===== config.mk =====
export PLATFORM = sky130hd
export DESIGN_NAME = muldiv_seq_ctrl
export DESIGN_NICKNAME = d
export VERILOG_FILES = /design/src/rtl/muldiv_pkg.sv /design/src/rtl/muldiv_seq_ctrl.sv
export SDC_FILE = /design/constraint.sdc
export NUM_CORES = 1
export LEC_CHECK = 0
export BUFFER_PORTS_ARGS = -buffer_cell sky130_fd_sc_hd__clkbuf_2
export CAP_MARGIN = 30
export CORE_AREA = 2 2 129 131
export DETAILED_ROUTE_END_ITERATION = 12
export DIE_AREA = 0 0 131 133
export HOLD_SLACK_MARGIN = 0.15
export PLACE_DENSITY = 0.72
export SYNTH_ARGS = -nofsm -noshare
export SYNTH_HDL_FRONTEND = slang
export SYNTH_SLANG_ARGS = --single-unit

===== constraint.sdc =====
create_clock -name clk -period 2.5 [get_ports clk]
set_input_delay 0.375 -clock clk [delete_from_list [all_inputs] [get_ports clk]]
set_output_delay 0.375 -clock clk [all_outputs]
set_load 0.005 [all_outputs]

===== src/rtl/muldiv_pkg.sv =====
// Shared types and default timing for the EXE-stage mul/div sequencer.
// States and default latencies are imported by the controller.
package muldiv_pkg;

    typedef enum logic [1:0] {
        IDLE,
        DIV_BUSY,
        MUL_BUSY,
        DONE
    } muldiv_state_t;

    localparam int DEF_MUL_LAT     = 3;
    localparam int DEF_DIV_TIMEOUT = 40;
    localparam int DEF_CNT_W       = 6;

endpackage


===== src/rtl/muldiv_seq_ctrl.sv =====
// EXE-stage sequencer for the iterative divider and pipelined multiplier.
// Launches one op per instruction, stalls until done, holds HI/LO.
module muldiv_seq_ctrl
    import muldiv_pkg::*;
#(
    parameter int MUL_LAT     = DEF_MUL_LAT,
    parameter int DIV_TIMEOUT = DEF_DIV_TIMEOUT,
    parameter int CNT_W       = DEF_CNT_W
) (
    input  logic        clk,
    input  logic        rst,
    input  logic        ex_valid_i,
    input  logic        ex_is_div_i,
    input  logic        ex_is_mult_i,
    input  logic        ex_signed_i,
    input  logic [31:0] ex_op_a_i,
    input  logic [31:0] ex_op_b_i,
    input  logic        ex_flush_i,
    input  logic        pipe_stall_i,
    input  logic        div_ready_i,
    input  logic [63:0] div_result_i,
    input  logic [63:0] mul_result_i,
    output logic [31:0] op_a_o,
    output logic [31:0] op_b_o,
    output logic        signed_o,
    output logic        div_start_o,
    output logic        div_cancel_o,
    output logic        stall_o,
    output logic        result_valid_o,
    output logic [31:0] hi_o,
    output logic [31:0] lo_o,
    output logic        timeout_o
);

    localparam logic [CNT_W-1:0] MUL_LAST = CNT_W'(MUL_LAT - 1);
    localparam logic [CNT_W-1:0] DIV_LAST = CNT_W'(DIV_TIMEOUT - 1);
    localparam logic [CNT_W-1:0] CNT_MAX  = '1;

    muldiv_state_t    state_q, state_d;
    logic [CNT_W-1:0] cnt_q, cnt_d;
    logic [31:0]      op_a_q, op_a_d;
    logic [31:0]      op_b_q, op_b_d;
    logic             signed_q, signed_d;
    logic [31:0]      hi_q, hi_d;
    logic [31:0]      lo_q, lo_d;
    logic             launch;

    // Flush gates the launch so a dying instruction never starts a unit.
    assign launch = ex_valid_i & (ex_is_div_i | ex_is_mult_i) & ~ex_flush_i;

    // Next-state, counter, operand/result capture and handshake outputs.
    always_comb begin
        state_d        = state_q;
        cnt_d          = cnt_q;
        op_a_d         = op_a_q;
        op_b_d         = op_b_q;
        signed_d       = signed_q;
        hi_d           = hi_q;
        lo_d           = lo_q;
        div_start_o    = 1'b0;
        div_cancel_o   = 1'b0;
        stall_o        = 1'b0;
        result_valid_o = 1'b0;
        timeout_o      = 1'b0;

        if (ex_flush_i) begin
            state_d      = IDLE;
            cnt_d        = '0;
            div_cancel_o = (state_q == DIV_BUSY);
        end else begin
            unique case (state_q)
                IDLE: begin
                    stall_o = launch;
                    if (launch) begin
                        op_a_d   = ex_op_a_i;
                        op_b_d   = ex_op_b_i;
                        signed_d = ex_signed_i;
                        if (ex_is_div_i) begin
                            state_d = DIV_BUSY;
                            cnt_d   = '0;
                        end else begin
                            state_d = MUL_BUSY;
                            cnt_d   = MUL_LAST;
                        end
                    end
                end
                DIV_BUSY: begin
                    stall_o     = 1'b1;
                    div_start_o = (cnt_q == '0);
                    cnt_d       = (cnt_q == CNT_MAX) ? cnt_q : cnt_q + 1'b1;
                    // A ready on the expiry cycle still delivers its result.
                    if (div_ready_i) begin
                        hi_d    = div_result_i[63:32];
                        lo_d    = div_result_i[31:0];
                        state_d = DONE;
                    end else if (cnt_q == DIV_LAST) begin
                        hi_d         = '0;
                        lo_d         = '0;
                        timeout_o    = 1'b1;
                        div_cancel_o = 1'b1;
                        state_d      = DONE;
                    end
                end
                MUL_BUSY: begin
                    stall_o = 1'b1;
                    if (cnt_q == '0) begin
                        hi_d    = mul_result_i[63:32];
                        lo_d    = mul_result_i[31:0];
                        state_d = DONE;
                    end else begin
                        cnt_d = cnt_q - 1'b1;
                    end
                end
                DONE: begin
                    result_valid_o = 1'b1;
                    if (!pipe_stall_i) begin
                        state_d = IDLE;
                    end
                end
                default: begin
                    state_d = IDLE;
                end
            endcase
        end
    end

    // State, counter, latched operands and HI/LO registers.
    always_ff @(posedge clk) begin
        if (rst) begin
            state_q  <= IDLE;
            cnt_q    <= '0;
            op_a_q   <= '0;
            op_b_q   <= '0;
            signed_q <= 1'b0;
            hi_q     <= '0;
            lo_q     <= '0;
        end else begin
            state_q  <= state_d;
            cnt_q    <= cnt_d;
            op_a_q   <= op_a_d;
            op_b_q   <= op_b_d;
            signed_q <= signed_d;
            hi_q     <= hi_d;
            lo_q     <= lo_d;
        end
    end

    assign op_a_o   = op_a_q;
    assign op_b_o   = op_b_q;
    assign signed_o = signed_q;
    assign hi_o     = hi_q;
    assign lo_o     = lo_q;

endmodule


==> metrics.csv <==
stage,metric,value,unit
logic_synthesis,mappedNetlistNets,890,
clock_network,htree_levels,4,
drt,drc,0,
logic_synthesis,ys_top_cells_by_area,"dfxtp_1 (46%), a211oi_2 (12%), nand2_1 (8.7%)",
clock_network,cts_buffer_depth,2,
sta,setup_tns,0,ns
outcome,outcome,completed,
sta,slew_violations,0,
clock_network,clockRootBuffer,clkbuf_16,
logic_synthesis,ys.flop_type,dfxtp_1,
logic_synthesis,syn_area,0.00595,sq mm
worst_setup_path,worstPathArrival,1.91,ns
drt,drt_iter0_markers,303,
placed_design,portBuffers,334,
logic_synthesis,synthArstFlopShare,0,%
final_layout,nets,1192,
final_layout,fill_cells,1526,
sta,worst_slack,0.211,ns
grt,top_usage_layer,met2,
placed_design,dpl.hpwl,12800,um
sta,fin_skew,0.00772,ns
clock_network,cts_setup_buffers,0,
sta,fin_crit,2.29,ns
placed_design,pre_cts_slack,0.284,ns
logic_synthesis,ys_ff_latch,137,
sta,setup_violations,0,
worst_setup_path,rr_worst_depth,7,
floorplan,placementRows,47,
worst_hold_path,holdPathStages,3,
sta,max_clock_freq,437,MHz
drt,routed_wl,17600,um
grt,grt_pass1_wl,27300,um
clock_network,numClockSinks,137,
clock_network,clk_pin_slew,0.06,ns
worst_setup_path,cp.required,2.12,ns
logic_synthesis,yosysMostFrequentCell,nand2_1,
logic_synthesis,synth_commonest_cells,"nand2_1 (138), dfxtp_1 (137), a21oi_1 (73), nor2_1 (73), a22oi_1 (64)",
grt,antenna_found_initial,0,
logic_synthesis,yosysSeqAreaShare,46.1,%
drt,dr.pass1.iters,4,
power_and_ir_drop,peakVddDrop,0.000405,V
logic_synthesis,ys_types,41,
power_and_ir_drop,p_per_area,674,mW/mm^2
flow_run,drv_cap,0,
grt,grt_util_met3,6.51,%
logic_synthesis,netlist.area_leader.share,46.1,%
sta,worstMarginPinSlew,0.463,ns
grt,gr-usage-met1,23.2,%
logic_synthesis,synth_edf_count,0,
grt,grt_util_met2,33.1,%
final_layout,diodes,0,
clock_network,clk_latency,0.41,ns
floorplan,start_util,36.8,%
worst_setup_path,crit_type,reg -> out,
final_layout,drive_gt1_share,44.1,%
worst_setup_path,critPathLaunchType,register,
grt,grt_util_all_layers,19.8,%
clock_network,cts_hold_buf,0,
sta,finalCritPeriodShare,91.5,%
clock_network,cts_resized,0,
power_and_ir_drop,total_leakage_power,3.67,nW
floorplan,dieWidth,131,um
grt,grt_max_degree,69,
worst_hold_path,hold_class,in -> reg,
sta,hold_viol_final,0,
drt,vias_per_cell,4.94,
worst_setup_path,cp_max_fo,13,
drt,via_count,6001,
clock_network,cts_tree,done,
floorplan,num_io_pins,335,
grt,overflow,0,
logic_synthesis,synth_top_area_cell,dfxtp_1,
sta,rsz0062_at_grt,false,
clock_network,cts_made_buffers,17,
floorplan,dieArea,0.0174,sq mm
sta,slew_headroom,68.9,%
floorplan,coreArea,0.0162,sq mm
logic_synthesis,synth.avg_cell_area,8.74,sq um
floorplan,dieHeight,133,um
worst_setup_path,endpoint_kind,output pin,
logic_synthesis,synth_cells,680,
placed_design,gp_congestion,0.823,
drt,ant_nets,0,
drt,avgRoutedWirePerCell,14.5,um
grt,grt_pass1_vias,5577,
final_layout,syn2layout_area_growth,41.8,%
logic_synthesis,yosys_warnings,0,
## power breakdown
part	switching, W	internal, W	leakage [nW]
registers	0.0000577	0.00229	1.11
logic	0.000435	0.000365	2.27
clock network	0.000943	0.00159	0.289
total	0.00144	0.00424	3.67
## layout make-up
cell class	count	area (sq um)	share of cell area (%)
timing repair buffer	346	1880	22.3
inverter	5	18.8	0.223
clock buffer	19	443	5.25
tap	220	275	3.27
sequential	137	2740	32.5
multi-input combinational	475	2920	34.7
clock inverter	12	151	1.80
## critical path, stage by stage (launching register included)
cell and delay, ns:
dfxtp_1 0.43, inv_1 0.12, ha_1 0.55, nor2_1 0.10, nor3_1 0.16, clkbuf_2 0.15
## metrics by stage
step / std cells / utilization [%] / power, W / instance area, sq um / hold slack (ns)
2_1_floorplan: 680 / - / 0.00281 / 5950 / 0.453
3_3_place_gp: 1183 / 48.4 / 0.00318 / 7840 / 0.440
3_5_place_dp: 1183 / 48.4 / 0.00320 / 7840 / 0.445
4_1_cts: 1214 / 52.1 / 0.00576 / 8430 / 0.153
5_1_grt: 1214 / 52.1 / 0.00594 / 8430 / 0.160
6_report: 1214 / 52.1 / 0.00568 / 8430 / 0.176
## kinds of logic (layout without fill, tap and decap cells)
logic type	Yosys count	count (layout)	synth area share, %
XOR/XNOR	3	3	0.442
buffers and inverters	68	382	5.11
AND/OR/NAND/NOR	245	245	17.1
AO/OA/AOI/OAI	218	218	29.3
flip-flops	137	137	46.1
adder cells (fa/ha/maj)	9	9	1.89
## state kept, by name, summed over array words and instances (netlist names)
register / count
hi_o: 32
signed_o: 1
cnt_q: 6
state_q: 2
op_a_o: 32
op_b_o: 32
lo_o: 32
## cells in the final DEF (no fill, tap or decap), drive strengths merged, types with 2 or more instances in the layout
cell / Yosys / layout
bufinv: 0 / 3
buf: 21 / 13
clkinv: 0 / 7
dfxtp: 137 / 137
clkinvlp: 0 / 2
a22oi: 64 / 64
nor4: 4 / 4
nor2b: 5 / 5
inv: 5 / 5
nand2: 138 / 138
xor2: 2 / 2
nand4: 3 / 3
clkbuf: 42 / 352
a2bb2oi: 2 / 2
nand4b: 4 / 4
nor2: 73 / 73
nor3: 5 / 5
a211oi: 68 / 68
o21ai: 3 / 3
ha: 9 / 9
nand3: 5 / 5
a21oi: 73 / 73
## layer usage
metal / vias up / part of all wire [%]
met5: - / 0
met4: 0 / 2.8
met3: 35 / 7.1
met2: 222 / 49
met1: 2742 / 41
li1: 3002 / -
## final timing paths
check	start	to	slack (ns)
setup / recovery	state_q[1]$_SDFFE_PP0P_	stall_o	0.21
hold / removal	ex_op_a_i[4]	op_a_o[4]$_SDFFE_PP0P_	0.18
setup reg to reg	cnt_q[1]$_SDFFE_PP0P_	hi_o[26]$_SDFFE_PP0P_	0.29
hold reg to reg	op_b_o[8]$_SDFFE_PP0P_	op_b_o[8]$_SDFFE_PP0P_	0.45
(Power assumes the default switching activity.)
